--- src/rtl/mem_wait_ctrl_if.sv ---
// Handshake bundle between the MEM stage and the data-memory wait-state controller.
// Carries the request/trap inputs, the stall/ready/halt outputs and the statistics counters.
interface mem_wait_ctrl_if #(
  parameter int unsigned CNT_W = 16
);
  logic             mem_req;
  logic             ext_stall;
  logic             trap_mem;
  logic             stall;
  logic             mem_ready;
  logic             halted;
  logic [CNT_W-1:0] stall_cnt;
  logic [CNT_W-1:0] access_cnt;

  modport master (
    output mem_req, ext_stall, trap_mem,
    input  stall, mem_ready, halted, stall_cnt, access_cnt
  );

  modport slave (
    input  mem_req, ext_stall, trap_mem,
    output stall, mem_ready, halted, stall_cnt, access_cnt
  );
endinterface

--- src/rtl/mem_wait_ctrl.sv ---
// Data-memory wait-state controller: inserts WAIT_CYCLES stall cycles per access, halts on trap.
// Optional saturating stall/access statistics are built when STALL_STATS_EN is defined.
module mem_wait_ctrl #(
  parameter int unsigned WAIT_CYCLES = 3,
  parameter int unsigned CNT_W       = 16
) (
  input  logic            clk,
  input  logic            reset,
  mem_wait_ctrl_if.slave  bus
);

  typedef enum logic [1:0] {IDLE, WAIT, HALT} state_t;

  localparam bit         ZERO_WAIT = (WAIT_CYCLES == 0);
  localparam logic [3:0] WAIT_LD   = ZERO_WAIT ? 4'd0 : 4'(WAIT_CYCLES - 1);

  state_t     state, state_nxt;
  logic [3:0] cnt, cnt_nxt;
  logic       fsm_stall;
  logic       ready;
  logic       done;

  always_ff @(posedge clk or posedge reset) begin
    if (reset) begin
      state <= IDLE;
      cnt   <= 4'd0;
    end else begin
      state <= state_nxt;
      cnt   <= cnt_nxt;
    end
  end

  // Outputs are masked while reset is held so stall reduces to ext_stall.
  always_comb begin
    state_nxt = state;
    cnt_nxt   = cnt;
    fsm_stall = 1'b0;
    ready     = 1'b0;
    done      = 1'b0;
    if (!reset) begin
      unique case (state)
        IDLE: begin
          if (bus.mem_req && !bus.trap_mem) begin
            if (ZERO_WAIT) begin
              ready = 1'b1;
              done  = 1'b1;
            end else begin
              fsm_stall = 1'b1;
              state_nxt = WAIT;
              cnt_nxt   = WAIT_LD;
            end
          end
        end
        WAIT: begin
          if (cnt != 4'd0) begin
            fsm_stall = 1'b1;
            cnt_nxt   = cnt - 4'd1;
          end else begin
            // Park at cnt==0 under ext_stall so the same access is not restarted.
            ready = 1'b1;
            if (!bus.ext_stall) begin
              state_nxt = IDLE;
              done      = 1'b1;
            end
          end
        end
        HALT: ;
        default: state_nxt = IDLE;
      endcase
      if (bus.trap_mem) begin
        state_nxt = HALT;
        done      = 1'b0;
      end
    end
  end

  assign bus.stall     = fsm_stall | bus.ext_stall | (state == HALT);
  assign bus.mem_ready = ready;
  assign bus.halted    = (state == HALT);

`ifdef STALL_STATS_EN
  logic [CNT_W-1:0] stall_q, acc_q;

  always_ff @(posedge clk or posedge reset) begin
    if (reset) begin
      stall_q <= '0;
      acc_q   <= '0;
    end else begin
      if (bus.stall && stall_q != '1) stall_q <= stall_q + CNT_W'(1);
      if (done && acc_q != '1)        acc_q   <= acc_q + CNT_W'(1);
    end
  end

  assign bus.stall_cnt  = stall_q;
  assign bus.access_cnt = acc_q;
`else
  logic unused_stats;
  assign unused_stats   = done;
  assign bus.stall_cnt  = '0;
  assign bus.access_cnt = '0;
`endif

endmodule

--- src/flat_wrapper.sv ---
// flat-port wrapper written by rule: the top's interface ports become plain ports
module mem_wait_ctrl_flat 
#(
  parameter int unsigned WAIT_CYCLES = 3,
  parameter int unsigned CNT_W       = 16
)
  (clk, reset, bus_mem_req, bus_ext_stall, bus_trap_mem, bus_stall, bus_mem_ready, bus_halted, bus_stall_cnt, bus_access_cnt);
  mem_wait_ctrl_if #(.CNT_W(CNT_W)) bus_i ();
  input  logic clk;
  input  logic reset;
  input wire logic [$bits(bus_i.mem_req)-1:0] bus_mem_req;
  input wire logic [$bits(bus_i.ext_stall)-1:0] bus_ext_stall;
  input wire logic [$bits(bus_i.trap_mem)-1:0] bus_trap_mem;
  output wire logic [$bits(bus_i.stall)-1:0] bus_stall;
  output wire logic [$bits(bus_i.mem_ready)-1:0] bus_mem_ready;
  output wire logic [$bits(bus_i.halted)-1:0] bus_halted;
  output wire logic [$bits(bus_i.stall_cnt)-1:0] bus_stall_cnt;
  output wire logic [$bits(bus_i.access_cnt)-1:0] bus_access_cnt;
  assign bus_i.mem_req = bus_mem_req;
  assign bus_i.ext_stall = bus_ext_stall;
  assign bus_i.trap_mem = bus_trap_mem;
  assign bus_stall = bus_i.stall;
  assign bus_mem_ready = bus_i.mem_ready;
  assign bus_halted = bus_i.halted;
  assign bus_stall_cnt = bus_i.stall_cnt;
  assign bus_access_cnt = bus_i.access_cnt;
  mem_wait_ctrl #(.WAIT_CYCLES(WAIT_CYCLES), .CNT_W(CNT_W)) u_core (.clk(clk), .reset(reset), .bus(bus_i));
endmodule
--- config.mk ---
export PLATFORM = sky130hd
export DESIGN_NAME = mem_wait_ctrl_flat
export DESIGN_NICKNAME = d
export VERILOG_FILES = /design/src/rtl/mem_wait_ctrl_if.sv /design/src/rtl/mem_wait_ctrl.sv /design/src/flat_wrapper.sv
export SDC_FILE = /design/constraint.sdc
export NUM_CORES = 1
export LEC_CHECK = 0
export ABC_AREA = 1
export ABC_CLOCK_PERIOD_IN_PS = 1290
export CAP_MARGIN = 0
export CORE_AREA = 3 3 47 49
export CTS_CLUSTER_DIAMETER = 80
export DETAILED_ROUTE_END_ITERATION = 6
export DIE_AREA = 0 0 50 52
export PLACE_DENSITY = 0.75
export SLEW_MARGIN = 15
export SYNTH_ARGS = -nofsm -noshare
export SYNTH_HDL_FRONTEND = slang
export SYNTH_SLANG_ARGS = --single-unit
--- constraint.sdc ---
create_clock -name clk -period 1.29 [get_ports clk]
set_input_delay 0.258 -clock clk [delete_from_list [all_inputs] [get_ports clk]]
set_output_delay 0.258 -clock clk [all_outputs]
set_load 0.05 [all_outputs]
==> After elaboration in Yosys (flattened, before gate mapping) <==
Cells that the tools add are included.
{ "totals": {"ff_bits": 6, "out_inout_bits": 35, "word_cells": 36} }
{ "classes": {"add_sub_neg": 1, "n_eq_ne": 8, "mux": 15, "bitwise": 3, "n_reduce_logical": 7} }
{ "ops": {"columns": ["operator", "n"], "rows": [
  ["2-to-1 mux 2 bit", 4],
  ["2-to-1 mux 4 bit", 2],
  ["case mux 4 bit (2 select lines)", 1],
  ["2-to-1 mux 1 bit", 6],
  ["!= test 3 bit (second input constant)", 2],
  ["case mux 2 bit (3 select lines)", 1],
  ["AND reduction 5 bit", 1],
  ["!= test 2 x 1 -> 1 bit (second input constant)", 2],
  ["AND reduction 4 bit", 1],
  ["nonzero test 4 bit", 1],
  ["subtractor 4 x 1 -> 4 bit (second input constant)", 1],
  ["!= test 3 x 2 -> 1 bit (second input constant)", 1],
  ["equality test 2 x 1 -> 1 bit (second input constant)", 1],
  ["equality test 2 bit (second input constant)", 1],
  ["logical NOT 2 bit", 1],
  ["!= test 2 bit (second input constant)", 1],
  ["OR 1 bit", 2],
  ["case mux 1 bit (2 select lines)", 1],
  ["nonzero test 2 bit", 1],
  ["logical AND 1 bit", 1],
  ["logical NOT 1 bit", 1],
  ["NOT 1 bit", 1]
]} }

==> Depth between registers and ports, before layout <==
Gate-level depths: netlist (run 1).
{ "depth": {"ltp_word": 7, "depth_mapped": 8, "mapped_depth_nobuf": 8} }

==> Worst setup path before layout (run 1) <==
Ideal clock, no wire load.
{ "synth_timing": {"kind": "register to output", "start": "register u_core.state[1]", "end": "output port bus_stall", "t_arrival_ns": 1.650, "slack_ns": -0.618, "stages_incl_launch_ff": 5, "path_cell_list": "dfrtp_1 inv_1 nor2_1 nor2_1 nand2_1"} }
{ "synth_via": {"word_cells_on_any_way": 7} }
{ "synth_rtl": {"columns": ["element", "line_no", "source"], "rows": [
  ["start, declared", "mem_wait_ctrl.sv:17", "state_t state, state_nxt;"],
  ["start signal, assigned", "mem_wait_ctrl.sv:28", "state <= state_nxt;"],
  ["equality test 2 bit", null, null],
  ["via bus_halted", "flat_wrapper.sv:16", "output wire logic [$bits(bus_i.halted)-1:0] bus_halted;"],
  ["OR 1 bit", "mem_wait_ctrl.sv:77", "assign bus.stall = fsm_stall | bus.ext_stall | (state == HALT);"],
  ["end, declared", "flat_wrapper.sv:14", "output wire logic [$bits(bus_i.stall)-1:0] bus_stall;"]
]} }
The timed path passes the listed nets, and every way through them passes these cells.

==> Worst setup path in the final report (run 1) <==
{ "layout_timing": {"start": "register u_core.state[1]", "end": "output port bus_stall"} }
{ "layout_via": {"elab_chain_cells": 5, "word_cells_on_any_way": 7} }
{ "layout_rtl": {"columns": ["element", "line_no", "source"], "rows": [
  ["equality test 2 x 1 -> 1 bit / logical NOT 2 bit (equally long branches)", null, null],
  ["case mux 1 bit (2 select lines)", "mem_wait_ctrl.sv:41", "unique case (state)"],
  ["2-to-1 mux 1 bit", "mem_wait_ctrl.sv:40", "if (!reset) begin"],
  ["OR 1 bit", "mem_wait_ctrl.sv:77", null],
  ["OR 1 bit *", "mem_wait_ctrl.sv:77", null]
]} }
Mark *: on every way between the ends. The rest lies on a longest branch, timed or not.

==> key figures, run 1 <==
Status
  • Status: finished, violations left
  • Failing checks: negative setup slack

Final layout
  • Most frequent cells in the layout: conb_1, nand2_1, buf_4
  • Final net count: 126
  • Commonest non-fill, non-tap cell in the layout: conb_1
  • Syn-to-layout area delta: 36.7%
  • Post-route cell area: 908 um^2
  • Diodes inserted: 0
  • Layout cells sized above 1: 37.0%

Job
  • Max cap viols: 0

CTS
  • H-tree depth: 1
  • Root Driver: clkbuf_4
  • Worst-Skew Late Latency: 0.25 ns
  • Longest Clk Path Bufs: 2
  • Clock buffer count from CTS: 3
  • Clock slew at reported path FFs: 0.06 ns
  • Clock sinks: 6
  • CTS tree: built

Floorplanning
  • Core Region: 1900 um^2
  • Core Rows: 16
  • # IOs: 40
  • Initial Util: 34.9%
  • Die Ht: 52 um
  • Die area: 2600 um^2
  • Die W: 50 um

Worst setup path
  • Worst setup endpoint: bus_stall
  • Worst Reg-to-Reg Cells: 8
  • Critical path class: register to output port
  • CP Max Fanout: 3
  • R2R Path End: u_core.state[1]
  • CP required: 1.03 ns
  • Setup crit start: u_core.state[1]
  • Worst setup SP type: register
  • Setup crit end kind: output port
  • RR Startpoint: u_core.cnt[0]
  • Worst EP arrival: 1.28 ns
  • Reg2reg setup slack: 0 ns

Global route
  • Largest net degree at the start of global routing: 9
  • Vias in the first global route: 514
  • Initial antenna violation count: 0
  • Gr usage total: 10.6%
  • Grt ovf: 0
  • Global-route wire length before repair: 2.04 mm

STA
  • Fmax: 649 MHz
  • Max-slew violations: 0
  • Setup Skew: 0.00563 ns
  • Worst Hold Slack: 0.182 ns
  • RSZ-0062 raised after global routing: true
  • Setup violators final: 4
  • Total Neg Setup Slack: -0.574 ns
  • Tcrit/Tclk final: 119%
  • Worst Slack Setup Final: -0.250 ns
  • Min Tclk post-route: 1.54 ns
  • Final Hold Vio Count: 0

Place
  • Dpl hpwl: 1.09 mm
  • Global placement routability congestion: 0.812
  • Area post-placement: 800 um^2
  • Setup WS pre-CTS: -0.272 ns
  • Input/output buffers: 7

Power
  • Pwr Density: 2330 nW/um^2
  • P_leak: 0.464 nW
  • Final Power: 2.12 mW
  • Worst vdd ir: 0.936 mV

Routing
  • Via count: 598
  • Vias per inst: 4.10
  • 1st-iter DRT viols: 22
  • Routed len/inst: 10.6 um
  • DRC violations left: 0
  • DRT Pass-1 Iters: 4
  • Antenna viol nets, final: 0
  • Total routed wirelength: 1.54 mm

Synthesis
  • Synth Cell Area: 664 um^2
  • Syn_area_per_cell: 6.99 um^2
  • Area contributors post-synth: buf_4, dfrtp_1, nand2_1
  • Yosys warnings: 0
  • Synth area leader: buf_4
  • Cell variety after synth: 19
  • Post-synth top area share: 36.2%
  • Post-Synthesis Cells: 95
  • Sequential fraction of the synthesis area: 22.6%
  • FF+latch count, synth: 6

Worst hold path
  • Hold Crit Class: input port to async pin
-- routing by layer --
layer	track usage, %	wire [um]	vias to the layer above
met5	0	0	-
met4	5.53	46	0
met3	3.44	121	8
met2	19.6	890	43
met1	10.4	485	268
li1	-	-	279
-- power by group --
| part | total (mW) | internal [mW] | leakage, nW | switching [mW] |
|---|---|---|---|---|
| Clock | 0.196 | 0.118 | 0.0150 | 0.0786 |
| Sequential | 0.373 | 0.283 | 0.0755 | 0.0902 |
| Combinational | 1.55 | 0.636 | 0.374 | 0.909 |
| Total | 2.12 | 1.04 | 0.464 | 1.08 |
-- how the worst min path moves through the flow --
| stage | slack (ns) | startpoint | endpoint | cells past startpoint |
|---|---|---|---|---|
| 6_report | 0.18 | reset | u_core.cnt[2] | 3 |
| 5_1_grt | 0.22 | reset | u_core.cnt[2] | 3 |
| 4_1_cts | 0.18 | reset | u_core.cnt[2] | 3 |
| 3_5_place_dp | 0.50 | u_core.cnt[1] | u_core.cnt[1] | 2 |
| 3_3_place_gp | 0.49 | u_core.cnt[0] | u_core.cnt[0] | 2 |
| 2_1_floorplan | 0.07 | reset | u_core.cnt[0] | 1 |
-- worst max-delay path, cell delays in order (launching register included) --
cell and delay [ns]:
dfrtp_2 0.45, inv_4 0.09, buf_12 0.10, nor2_4 0.04, nor2_2 0.15, nand2_4 0.07
buf_12 0.14
-- cell families after synthesis --
family / count (synthesis) / share of synthesized area (%)
other cells: 1 / 0.564
flops: 6 / 22.6
xor+xnor: 1 / 1.32
fa+ha+maj: 1 / 1.88
buf+inv: 42 / 41.8
simple gates: 37 / 26.6
compound gates: 7 / 5.27
-- sequential cells by signal, summed over array words and instances (netlist names) --
name          cells
u_core.state      2
u_core.cnt        4
-- through the flow --
stage | util [%] | instances
after floorplan | - | 126
after global placement | 42.0 | 137
after detailed placement | 42.0 | 137
after CTS | 44.5 | 143
after global routing | 47.8 | 146
final | 47.8 | 146
-- cells in the mapped netlist --
| master | count |
|---|---|
| buf_4 | 32 |
| nand2_1 | 16 |
| inv_1 | 9 |
| nor2_1 | 7 |
| dfrtp_1 | 6 |
| nand3_1 | 6 |
| o21ai_0 | 5 |
| nand2_2 | 3 |
| a21oi_1 | 1 |
| conb_1 | 1 |
| ha_1 | 1 |
| inv_2 | 1 |
| nand4_1 | 1 |
| nand4_2 | 1 |
| nor2_2 | 1 |
| nor2_4 | 1 |
| nor3_1 | 1 |
| o21ai_1 | 1 |
| xor2_1 | 1 |
-- what timing repair did --
action,in CTS,in global routing
buffers inserted,2,3
pin swaps,6,7
resized for setup,6,9
endpoints found under the setup margin,5,8
hold buffers,0,0
-- cell type report --
cell class              count  area [um^2]
fillers                   173          993
flip-flops and latches      6          153
repair buffers             21          223
well taps                  27         33.8
multi-input cells          78          433
clock buffers               4         26.3
inverters                  10         40.0
Power figures use the tool's default switching activity.
==> run 2: changes to the inputs <==
Settings changed: ABC_AREA 1 to not set, CORE_AREA 3 3 47 49 to 3 3 46 48, CTS_BUF_LIST set to sky130_fd_sc_hd__clkbuf_4 sky130_fd_sc_hd__clkbuf_8, DIE_AREA 0 0 50 52 to 0 0 49 51, PLACE_DENSITY 0.75 to 0.76.
==> run 2 against run 1 <==
  * The flow still finishes with violations (negative setup slack)
  * Clock skew is 0.0020 ns higher
  * Clock power down 3%
  * Highest routed layer unchanged
  * Setup slack got worse by 0.37 ns
  * Critical path type unchanged
  * Sequential share of layout area is 0.72 points lower
==> key figures, run 2 <==
CTS
  • Clock slew at reported path FFs: 0.05 ns (about the same)
  • CTS tree: built
  • Longest Clk Path Bufs: 2 (unchanged)
  • Root Driver: clkbuf_4
  • Post-CTS Hold Fix Bufs: 0 (unchanged)
  • Clock buffer count from CTS: 3 (unchanged)
  • Worst-Skew Late Latency: 0.26 ns (about the same)
  • H-tree depth: 1 (unchanged)
  • Clock sinks: 6 (unchanged)

Routing
  • 1st-iter DRT viols: 4 (-82%)
  • DRC violations left: 0 (unchanged)
  • Routed len/inst: 9.96 um (-5.8%)
  • Met3 wire length: 129 um (+6.6%)
  • Via count: 505 (-16%)
  • Antenna viol nets, final: 0 (unchanged)
  • Wire length on met2: 598 um (-33%)
  • Vias per inst: 4.04 (-1.4%)
  • DRT met1 WL: 487 um (+0.41%)
  • Total routed wirelength: 1.25 mm (-19%)
  • DRT Pass-1 Iters: 2 (-2)
  • Top sig layer: met4

Global route
  • Initial antenna violation count: 0 (unchanged)
  • Grt ovf: 0 (unchanged)
  • Global-route wire length before repair: 1.85 mm (-9.5%)
  • Largest net degree at the start of global routing: 11 (+2)
  • Gr usage total: 9.87% (-0.72 points)
  • Vias in the first global route: 436 (-15%)

Place
  • Dpl hpwl: 935 um (-14%)
  • Setup WS pre-CTS: -0.508 ns (-0.236 ns)
  • Input/output buffers: 7 (unchanged)
  • Global placement routability congestion: 0.825 (+1.6%)
  • Area post-placement: 777 um^2 (-2.8%)

Synthesis
  • Post-synth top area share: 39.3% (+3.1 points)
  • Post-synthesis adder-cell area fraction: 1.98% (+0.10 points)
  • Post-synth EDFFs: 0 (unchanged)
  • Post-Synth XOR/XNOR Area: 0% (-1.3 points)
  • Synth Cell Area: 631 um^2 (-5.1%)
  • Share of flip-flops with an asynchronous set or reset: 100% (unchanged)
  • Area contributors post-synth: buf_4, dfrtp_1, o221ai_1
  • Mux cell area share after synthesis: 2.38% (+2.4 points)
  • Synth area leader: buf_4
  • Syn_area_per_cell: 8.76 um^2 (+25%)
  • Main synth FF type: dfrtp_1
  • Main combinational cell family by area after synthesis: buffers and inverters
  • Cell variety after synth: 23 (+4)
  • Simple-Gate Fraction of Synth Area: 14.9% (-12 points)
  • Most instantiated library cell after synthesis: buf_4
  • Synth top cells by count: buf_4, dfrtp_1
  • Yosys warnings: 0 (unchanged)
  • Post-Synthesis Cells: 72 (-24%)
  • FF+latch count, synth: 6 (unchanged)
  • Synth Area in Compound Gates: 15.3% (+10 points)
  • Sequential fraction of the synthesis area: 23.8% (+1.2 points)

Worst setup path
  • CP Max Fanout: 3 (unchanged)
  • CP required: 1.03 ns (about the same)
  • R2R Path End: u_core.cnt[0]
  • Critical path class: register to output port
  • Reg2reg setup slack: -0.45 ns (-0.45 ns)
  • Worst setup SP type: register
  • RR Startpoint: u_core.cnt[0]
  • Worst Reg-to-Reg Cells: 6 (-2)
  • Worst EP arrival: 1.65 ns (+0.37 ns)
  • Setup crit end kind: output port

Final layout
  • Regs by FF count: u_core.cnt: 4 flops, u_core.state: 2 flops
  • Final net count: 108 (-14%)
  • Seq. cell area: 150 um^2 (-1.6%)
  • Syn-to-layout area delta: 48.0%
  • Most frequent cells in the layout: conb_1, buf_4, dfrtp_1
  • Biggest register: u_core.cnt
  • Fill cells: 149 (-14%)
  • Multi-input logic area: 453 um^2 (+4.6%)
  • Post-route cell area: 933 um^2 (+2.8%)
  • Layout cells sized above 1: 45.0% (+8.0 points)
  • Max reg flops: 4 (unchanged)
  • Diodes inserted: 0 (unchanged)
  • Commonest non-fill, non-tap cell in the layout: conb_1

Worst hold path
  • Hold Crit Class: input port to async pin

Status
  • Status: finished, violations left
  • Failing checks: negative setup slack

Power
  • Pwr Density: 979 nW/um^2 (-58%)
  • Final Power: 0.913 mW (-57%)
  • Worst vdd ir: 0.674 mV (-28%)
  • P_leak: 0.451 nW (-2.7%)

Floorplanning
  • Core Rows: 15 (-1)
  • Initial Util: 36.1% (+1.2 points)
  • Die area: 2500 um^2 (-3.9%)
  • # IOs: 40 (unchanged)
  • Die Ht: 51 um (-1.9%)
  • Core Region: 1750 um^2 (-8.2%)
  • Die W: 49 um (-2.0%)

STA
  • Tcrit/Tclk final: 148% (+29 points)
  • Final Hold Vio Count: 0 (unchanged)
  • Setup Skew: 0.00763 ns (+0.00199 ns)
  • Setup violators final: 7 (+3)
  • RSZ-0062 raised after global routing: true
  • Min Tclk post-route: 1.91 ns (+0.368 ns)
  • Worst Slack Setup Final: -0.618 ns (-0.368 ns)
  • Fmax: 524 MHz (-19%)
  • Max-slew violations: 0 (unchanged)

Job
  • Max cap viols: 0 (unchanged)
==> run 2: cell types whose count changed after synthesis, moves of 2 or more <==
cell | before | now
nand2_1 | 16 | 1
inv_1 | 9 | 3
nand3_1 | 6 | 0
nor2_1 | 7 | 2
o221ai_1 | 0 | 3
o21ai_0 | 5 | 2
nand2_2 | 3 | 0
nor2b_1 | 0 | 3
a22oi_1 | 0 | 2
nor3_1 | 1 | 3
==> run 2: critical path, stage by stage, from the launching register on <==
cell and delay, ns:
dfrtp_1 0.38, inv_2 0.08, ha_4 0.13, or3b_4 0.42, nor3_4 0.23, buf_12 0.16
==> run 2: timing repair <==
item / in CTS / in global routing
setup endpoints to repair: 8 / 8
pin swaps: 0 / 3
buffers inserted: 3 / 4
resized for setup: 8 / 10
==> run 2: through the flow <==
| stage | cells | utilization, % | hold WS (ns) | setup TNS (ns) |
|---|---|---|---|---|
| after floorplan | 103 | - | 0.0741 | -1.05 |
| after global placement | 115 | 44.5 | 0.576 | -2.05 |
| after detailed placement | 115 | 44.5 | 0.592 | -2.25 |
| after CTS | 121 | 49.2 | 0.487 | -2.31 |
| after global routing | 125 | 53.5 | 0.540 | -2.82 |
| final | 125 | 53.5 | 0.500 | -2.49 |
==> run 2: how the worst max path moves through the flow <==
stage,from,depth (start not counted),to
after global routing,u_core.cnt[1],5,bus_mem_ready
after CTS,u_core.cnt[0],6,bus_stall
after detailed placement,reset,5,bus_stall
final,u_core.cnt[0],5,bus_mem_ready
after floorplan,u_core.cnt[0],4,bus_mem_ready
after global placement,reset,5,bus_stall
==> run 2: where the power goes <==
part,switching (mW),total [mW],internal [mW]
logic,0.322,0.496,0.175
registers,0.0145,0.226,0.212
clock network,0.0842,0.191,0.106
==> run 2: cell type report <==
| type | count | area share (%) |
|---|---|---|
| Clock buffer | 3 | 2.41 |
| Tap cell | 25 | 3.35 |
| Sequential cell | 6 | 16.1 |
| Timing Repair Buffer | 27 | 28.4 |
| Multi-Input combinational cell | 61 | 48.5 |
| Inverter | 3 | 1.21 |
==> run 2: logic make-up after synthesis <==
family	count (synthesis)
and+or+nand+nor	14
muxes	1
DFF	6
other	1
AOI/OAI and AO/OA	13
buffers and inverters	36
adders and majority gates	1
==> run 2: layer usage <==
metal	vias up	track usage, %
met5	-	0
met4	0	9.00
met3	3	3.50
met2	31	15.6
met1	229	10.3
li1	242	-
==> run 3: changes to the inputs <==
Settings changed: CORE_AREA 3 3 46 48 to 2 2 45 47, DIE_AREA 0 0 49 51 to 0 0 47 49.
==> run 3 against run 2 <==
  * The run still ends with negative setup slack left
  * Combinational power decreased by 4%
  * Fmax shrank 0.79%
  * Power shrank 2.7%
  * Global-route usage grew 1.7 points
  * Utilization shrank 4.5 points
  * Non-clock buffer count decreased by 1
  * Count of clock-buffer cells in the layout stayed put
  * Sequential cell count stayed put
==> key figures, run 3 (same netlist as run 2, synthesis figures left out) <==
Power
  • Clk network pwr share: 20.5% (-0.4 points)
  • Final Power: 0.888 mW (-2.7%)
  • Worst vdd ir: 0.558 mV (-17%)
  • Switching component of the power: 0.401 mW (-4.8%)
  • Seq pwr share: 25.8% (+1.0 points)
  • Gate power share: 53.7% (-0.7 points)
  • P_leak: 0.444 nW (-1.7%)
  • Cell Int Power: 0.488 mW (-0.99%)
  • Pwr Density: 985 nW/um^2 (+0.64%)
  • Net Sw Frac: 45.1% (-0.97 points)

CTS
  • Longest Clk Path Bufs: 2 (unchanged)
  • H-tree depth: 1 (unchanged)
  • Worst-Skew Late Latency: 0.25 ns (about the same)
  • Clock sinks: 6 (unchanged)
  • CTS tree: built
  • Clock slew at reported path FFs: 0.05 ns (about the same)
  • Root Driver: clkbuf_4
  • Post-CTS Hold Fix Bufs: 0 (unchanged)
  • Clock buffer count from CTS: 3 (unchanged)

Worst setup path
  • Critical path class: register to output port
  • Setup crit end kind: output port
  • CP peak stage delay: 0.42 ns (about the same)
  • Cell-by-cell trace of the critical path: inv_2, ha_4, or3b_4, a21oi_4, o21ai_4, buf_12
  • Worst setup SP type: register
  • CP Max Fanout: 3 (unchanged)
  • CP required: 1.03 ns (about the same)
  • Worst EP arrival: 1.66 ns (about the same)
  • Worst path slowest cell: or3b_4

Floorplanning
  • Initial Util: 34.2% (-1.9 points)
  • Die W: 47 um (-4.1%)
  • Core Rows: 16 (+1)
  • # IOs: 40 (unchanged)
  • Die Ht: 49 um (-3.9%)
  • Die area: 2300 um^2 (-7.8%)
  • Core Region: 1840 um^2 (+5.5%)

Worst hold path
  • Hold Crit Class: input port to async pin

Global route
  • Global-route wire length before repair: 1.88 mm (+1.5%)
  • Grt ovf: 0 (unchanged)
  • Gr usage total: 11.6% (+1.7 points)
  • Initial antenna violation count: 0 (unchanged)
  • Largest net degree at the start of global routing: 11 (unchanged)
  • Vias in the first global route: 466 (+6.9%)

Routing
  • Met3 wire length: 123 um (-4.7%)
  • Vias per inst: 4.12 (+2.0%)
  • DRC violations left: 0 (unchanged)
  • Top sig layer: met4
  • Routed len/inst: 9.85 um (-1.1%)
  • DRT Pass-1 Iters: 4 (+2)
  • Total routed wirelength: 1.24 mm (-0.32%)
  • Via count: 519 (+2.8%)
  • Antenna viol nets, final: 0 (unchanged)
  • Wire length on met2: 649 um (+8.5%)
  • DRT met1 WL: 438 um (-10%)
  • 1st-iter DRT viols: 4 (unchanged)

Final layout
  • Fill cells: 174 (+17%)
  • Max reg flops: 4 (unchanged)
  • Biggest register: u_core.cnt
  • Final net count: 107 (-0.93%)
  • Most frequent cells in the layout: conb_1, buf_4, dfrtp_1
  • Commonest non-fill, non-tap cell in the layout: conb_1
  • Syn-to-layout area delta: 43.1%
  • Layout cells sized above 1: 41.4% (-3.6 points)
  • Finished Core Util: 49.0% (-4.5 points)
  • Regs by FF count: u_core.cnt: 4 flops, u_core.state: 2 flops
  • Diodes inserted: 0 (unchanged)

STA
  • RSZ-0062 raised after global routing: true
  • Slew HR: 59.2%
  • Tcrit/Tclk final: 149% (+1.2 points)
  • Final Hold Vio Count: 0 (unchanged)
  • Fmax: 520 MHz (-0.79%)
  • Worst Hold Slack: 0.493 ns (-0.00698 ns)
  • Setup Skew: 0.00161 ns (-0.00602 ns)
  • Setup violators final: 8 (+1)
  • Worst Slack Setup Final: -0.633 ns (-0.0151 ns)
  • Measured slew at the worst slew-check pin: 0.610 ns
  • Max-slew violations: 0 (unchanged)
  • Min Tclk post-route: 1.92 ns (+0.0151 ns)

Place
  • Global placement routability congestion: 0.815 (-1.1%)
  • Input/output buffers: 7 (unchanged)
  • Dpl hpwl: 912 um (-2.4%)

Status
  • Failing checks: negative setup slack
  • Status: finished, violations left

Job
  • Max cap viols: 0 (unchanged)
[run 3: metal layers]
metal | vias to the layer above | GRT usage (%)
met5 | - | 0
met4 | 0 | 7.87
met3 | 3 | 3.33
met2 | 31 | 19.6
met1 | 243 | 11.4
li1 | 242 | -
[run 3: power groups by stage]
| stage | Sequential [mW] | Combinational [mW] | Clock, mW |
|---|---|---|---|
| after floorplan | 0.227 | 0.392 | 0 |
| after global placement | 0.229 | 0.396 | 0 |
| after detailed placement | 0.231 | 0.409 | 0 |
| after CTS | 0.230 | 0.442 | 0.185 |
| after global routing | 0.232 | 0.511 | 0.201 |
| final | 0.229 | 0.477 | 0.182 |
[run 3: final cells by class]
type	instances	area [um^2]	share of cell area [%]
Multi-Input combinational cell	61	427	47.3
Timing Repair Buffer	26	258	28.6
Sequential cell	6	150	16.6
Tap cell	27	33.8	3.74
Clock buffer	3	22.5	2.50
Inverter	3	11.3	1.25
[run 3: stage by stage]
stage               instance area (um^2)  TNS [ns]  std cells  setup WS, ns
floorplan                            796     -1.05        103        -0.389
global placement                     779     -2.11        117        -0.489
detailed placement                   779     -2.32        117        -0.523
CTS                                  867     -2.72        124        -0.629
global route                         902     -3.20        126        -0.698
finish                               902     -2.80        126        -0.633
[run 3: worst paths after layout]
| path | startpoint | endpoint | slack, ns | cells after the start |
|---|---|---|---|---|
| worst max-delay path | u_core.cnt[0] | bus_stall | -0.63 | 6 |
| worst min-delay path | reset | u_core.state[0] | 0.49 | 4 |
| worst max register to register | u_core.cnt[0] | u_core.cnt[0] | -0.52 | 7 |
| worst min register to register | u_core.cnt[3] | u_core.cnt[3] | 0.57 | 1 |
| max in group asynchronous | reset | u_core.cnt[3] | 0.67 | 4 |
| min in group clk | u_core.cnt[3] | u_core.cnt[3] | 0.57 | 1 |
[run 3: critical path: cells and delay by family, from the launching register on]
family / cells / cell delay (ns)
and+or+nand+nor: 1 / 0.42
DFF: 1 / 0.38
AOI/OAI and AO/OA: 2 / 0.24
buffers and inverters: 2 / 0.23
adders and majority gates: 1 / 0.13
[run 3: what timing repair did]
action,4_1_cts,5_1_grt
pin swaps,3,1
endpoints found under the setup margin,8,8
gates resized for setup,9,5
setup buffers,4,3
